## config.mk

```make
export PLATFORM = sky130hd
export DESIGN_NAME = branch_prediction_buffer
export DESIGN_NICKNAME = d
export VERILOG_FILES = /design/src/rtl/branch_prediction_buffer.sv
export SDC_FILE = /design/constraint.sdc
export NUM_CORES = 2
export LEC_CHECK = 0
export ABC_CLOCK_PERIOD_IN_PS = 4900
export BUFFER_PORTS_ARGS = -buffer_cell sky130_fd_sc_hd__buf_2
export CAP_MARGIN = 10
export CORE_MARGIN = 2
export CORE_UTILIZATION = 40
export DETAILED_ROUTE_END_ITERATION = 6
export PLACE_DENSITY = 0.62
export SLEW_MARGIN = 20
export SYNTH_ARGS = -nofsm -noshare
export SYNTH_HDL_FRONTEND = slang
export SYNTH_SLANG_ARGS = --single-unit
```

## constraint.sdc

```tcl
create_clock -name clk -period 4.9 [get_ports clk]
set_clock_uncertainty 0.05 [all_clocks]
set_input_delay 0.98 -clock clk [delete_from_list [all_inputs] [get_ports clk]]
set_output_delay 0.98 -clock clk [all_outputs]
set_load 0.02 [all_outputs]
```

## src/rtl/branch_prediction_buffer.sv

```systemverilog
// Direct-mapped branch target buffer with 2-bit saturating counters and registered mispredict/redirect.
// Define BPB_STATS_EN to build the resolved-branch and mispredict statistics counters.
module branch_prediction_buffer #(
    parameter int ENTRIES = 16,
    parameter int INDEX_W = $clog2(ENTRIES)
) (
    input  logic        clk,
    input  logic        reset_n,
    input  logic [31:0] lookup_pc,
    output logic        predict_taken,
    output logic [31:0] predict_target,
    input  logic        update_valid,
    input  logic [31:0] update_pc,
    input  logic        update_taken,
    input  logic [31:0] update_target,
    input  logic        update_compressed,
    input  logic        update_pred_taken,
    input  logic [31:0] update_pred_target,
    output logic        mispredict,
    output logic [31:0] redirect_pc,
    output logic [31:0] stat_branches,
    output logic [31:0] stat_mispredicts
);

    localparam int TAG_W = 31 - INDEX_W;

    logic               entry_valid  [ENTRIES];
    logic [TAG_W-1:0]   entry_tag    [ENTRIES];
    logic [1:0]         entry_ctr    [ENTRIES];
    logic [31:0]        entry_target [ENTRIES];

    logic [INDEX_W-1:0] lookup_index;
    logic [TAG_W-1:0]   lookup_tag;
    logic               lookup_hit;

    logic [INDEX_W-1:0] update_index;
    logic [TAG_W-1:0]   update_tag;
    logic               update_hit;
    logic [1:0]         ctr_next;
    logic               update_err;
    logic [31:0]        redirect_next;

    // Bit 0 never takes part in indexing; compressed code is handled through bit 1.
    logic               unused_pc_bits;
    assign unused_pc_bits = lookup_pc[0] ^ update_pc[0];

    assign lookup_index = lookup_pc[INDEX_W:1];
    assign lookup_tag   = lookup_pc[31:INDEX_W+1];
    assign update_index = update_pc[INDEX_W:1];
    assign update_tag   = update_pc[31:INDEX_W+1];

    always_comb begin
        lookup_hit     = entry_valid[lookup_index] && (entry_tag[lookup_index] == lookup_tag);
        predict_taken  = lookup_hit && entry_ctr[lookup_index][1];
        predict_target = predict_taken ? entry_target[lookup_index] : 32'd0;
    end

    always_comb begin
        update_hit    = entry_valid[update_index] && (entry_tag[update_index] == update_tag);
        ctr_next      = entry_ctr[update_index];
        if (update_taken) begin
            if (entry_ctr[update_index] != 2'b11) ctr_next = entry_ctr[update_index] + 2'b01;
        end else begin
            if (entry_ctr[update_index] != 2'b00) ctr_next = entry_ctr[update_index] - 2'b01;
        end
        update_err    = (update_taken != update_pred_taken) ||
                        (update_taken && (update_pred_target != update_target));
        redirect_next = update_taken ? update_target
                                     : update_pc + (update_compressed ? 32'd2 : 32'd4);
    end

    // Table writes happen at the edge, so a same-cycle lookup still sees the old entry.
    always_ff @(posedge clk or negedge reset_n) begin
        if (!reset_n) begin
            for (int i = 0; i < ENTRIES; i++) begin
                entry_valid[i]  <= 1'b0;
                entry_tag[i]    <= '0;
                entry_ctr[i]    <= 2'b01;
                entry_target[i] <= 32'd0;
            end
        end else if (update_valid) begin
            if (update_hit) begin
                entry_ctr[update_index] <= ctr_next;
                if (update_taken) entry_target[update_index] <= update_target;
            end else if (update_taken) begin
                entry_valid[update_index]  <= 1'b1;
                entry_tag[update_index]    <= update_tag;
                entry_ctr[update_index]    <= 2'b10;
                entry_target[update_index] <= update_target;
            end
        end
    end

    always_ff @(posedge clk or negedge reset_n) begin
        if (!reset_n) begin
            mispredict  <= 1'b0;
            redirect_pc <= 32'd0;
        end else begin
            mispredict <= update_valid && update_err;
            if (update_valid) redirect_pc <= redirect_next;
        end
    end

`ifdef BPB_STATS_EN
    always_ff @(posedge clk or negedge reset_n) begin
        if (!reset_n) begin
            stat_branches    <= 32'd0;
            stat_mispredicts <= 32'd0;
        end else if (update_valid) begin
            if (stat_branches != 32'hFFFF_FFFF) stat_branches <= stat_branches + 32'd1;
            if (update_err && (stat_mispredicts != 32'hFFFF_FFFF))
                stat_mispredicts <= stat_mispredicts + 32'd1;
        end
    end
`else
    assign stat_branches    = 32'd0;
    assign stat_mispredicts = 32'd0;
`endif

endmodule
```

==> flow_summary.ini <==
[logic_synthesis]
syn_avg_cell_area_um2 = 14.4
async_flop_share_pct = 100
synth_common_cells = dfrtp_1, mux2_2, mux4_2
synth_enable_flop_cells = 0
yosys.area.top_type = dfrtp_1
yosys_warnings = 0
synth_area_um2 = 54400
ys_types = 77
yosysSeqAreaShare_pct = 47.2
synth_flop_cell = dfrtp_1
ys_ff_latch = 1025
synth.most_common_cell = dfrtp_1
syn_inst = 3765
yosysTopAreaCellShare_pct = 46.4
synthTopCellsByArea = dfrtp_1, mux4_2, mux2_2

[floorplan]
dieArea_um2 = 139000
coreArea_um2 = 135000
chipHeight_um = 373
fp-row-count = 135
initial_core_util_pct = 40.2
io_pins = 264
fp.dieW_um = 373

[sta]
slew_violations = 0
rsz0062_at_grt = true
min_period_ns = 5.27
finalWorstSetupSlack_ns = -0.372
fin_crit_sh_pct = 108
finalSetupTns_ns = -11.82
max_freq_mhz = 190
final_hold_viol_count = 0
finalSetupViolations = 33
tightestPinTransition_ns = 1.16
max-slew-margin-rel_pct = 21.8
fin_hold_ws_ns = 0.159

[cts]
clock_sinks = 1025
cts_made_buffers = 111
cts_buffer_depth = 3
htree_levels = 3
cts_hold_repair.buffers = 0
root_buffer = clkbuf_16
clock_latency_ns = 0.75
clk_pin_slew_ns = 0.07
cts_tree = yes

[pwr]
peakVddDrop_mv = 0.311
p_per_area_nw_per_um2 = 402
p_leak_nw = 28.3
power.total_mw = 25.3

[critical_path]
crit_type = in -> out
r2r_cells = 10
cp.required_ns = 3.87
crit_path_max_fanout = 6
cp_data_arrival_time_ns = 4.24
cp-end-kind = output port
cp-start-kind = input pin

[placed_design]
hpwl_mm = 106
gp_congestion = 0.876
io_buffers = 198
placed_area_um2 = 58500

[global_route]
grt_pass1_wl_mm = 244
grt_pass1_vias = 34725
track_usage_pct = 23.6
grt_overflow_total = 0
grt_max_degree = 124
antenna_found_initial = 8

[drt]
avgRoutedWirePerCell_um = 28.0
drt-initial-drc-count = 3089
via_count = 33776
drc_errors = 0
first_pass_iters = 7
wirelength_mm = 164
vias_per_cell = 5.77
ant_nets = 0

[layout]
drive_above_1_share_pct = 47.6
final_util_pct = 46.6
syn_to_final_growth_pct = 15.8
finish.instance_area_um2 = 63000
nNetsFinal = 4115

[run]
drv_cap = 0

[hold_path]
hp-class = in -> async

[status]
outcome = finished, violations left
violations = setup timing
layout make-up:
| cell class | count | area (um^2) |
|---|---|---|
| timing repair buffer | 464 | 4360 |
| tap | 1781 | 2230 |
| sequential | 1025 | 25700 |
| inverter | 12 | 45.0 |
| multi-input combinational | 2364 | 26600 |
| fill | 11769 | 72300 |
| clock buffer | 155 | 3190 |
| clock inverter | 54 | 897 |
| antenna | 2 | 5.00 |
flip-flops by register name, indices dropped and copies added (netlist names):
signal,cells
entry_valid,16
entry_tag,432
mispredict,1
entry_target,512
entry_ctr,32
redirect_pc,32
metrics by stage:
step / std cells / setup WS, ns
after CTS: 5855 / -0.366
final: 5857 / -0.372
after global placement: 5638 / -0.634
after detailed placement: 5638 / -0.690
after floorplan: 3828 / 0.00212
after global routing: 5856 / -0.393
power by group:
part           internal (mW)  switching, mW  total (mW)  leakage, nW
Combinational           2.91           2.01        4.92         13.3
Clock                   5.62           3.71        9.34         2.01
Sequential              10.1           1.02        11.1         13.0
per-layer routing:
metal / part of all wire [%] / global-route usage (%) / up-vias
li1: - / - / 14249
met1: 45 / 33.6 / 18197
met2: 47 / 37.2 / 1092
met3: 5.5 / 3.55 / 236
met4: 3.0 / 7.62 / 2
met5: 0.0043 / 0 / -
repair_timing:
item,in CTS,in global routing
gates cloned,4,0
endpoints found under the hold margin,0,0
setup endpoints to repair,33,33
pin swaps,3,4
setup buffers,4,0
gates resized for setup,58,13
worst paths after layout:
kind / from / slack [ns] / to
worst max-delay path: lookup_pc[1] / -0.37 / predict_target[29]
worst min-delay path: reset_n / 0.16 / entry_tag[337]$_DFFE_PN0P_
worst max register to register: entry_tag[185]$_DFFE_PN0P_ / 1.04 / entry_ctr[16]$_DFFE_PN1P_
worst min register to register: entry_target[360]$_DFFE_PN0P_ / 0.42 / entry_target[360]$_DFFE_PN0P_
max in group asynchronous: reset_n / 3.42 / entry_target[160]$_DFFE_PN0P_
min in group clk: entry_target[360]$_DFFE_PN0P_ / 0.42 / entry_target[360]$_DFFE_PN0P_
worst max-delay path: stages:
cell     delay [ns]
buf_16         0.15
buf_12         0.13
mux4_2         0.48
mux4_2         0.57
xor2_1         0.20
nor4_2         0.27
buf_4          0.18
nand3_1        0.07
or4_4          0.54
buf_12         0.19
buf_16         0.17
nor2b_4        0.12
buf_6          0.12
cell usage in the layout, fill, tap and decap left out, drive strengths merged, types with 7 or more instances in the layout:
cell    netlist  routed
a21oi        33      33
or3          13      13
o21ai        62      62
dfrtp      1009    1009
nand4        18      18
a211oi       12      12
mux2        923     923
nor4         15      15
nor2         69      69
conb          1      64
a31o         17      17
clkbuf      191     156
xnor2        51      51
or4           7       7
buf         219     463
inv          11      12
and3          8       8
nand2b       30      30
a22oi        22      22
dfstp        16      16
nand2       289     289
bufinv        0      20
nand4b        7       7
clkinv        1      31
mux2i        90      90
xor2         61      61
mux4        378     378
o41ai        28      28
nor3         13      13
nor2b        51      51
nand3        33      33
cells by family after synthesis:
| family | count (synthesis) | share of synthesized area [%] |
|---|---|---|
| and+or+nand+nor | 572 | 4.94 |
| AOI/OAI and AO/OA | 220 | 3.14 |
| buffers and inverters | 439 | 4.99 |
| xor gates and xnor gates | 112 | 1.80 |
| DFF | 1025 | 47.2 |
| other | 1 | 0.00689 |
| muxes | 1391 | 37.8 |
| adders and majority gates | 5 | 0.120 |
Note: power is estimated with default switching activity, not from simulation.
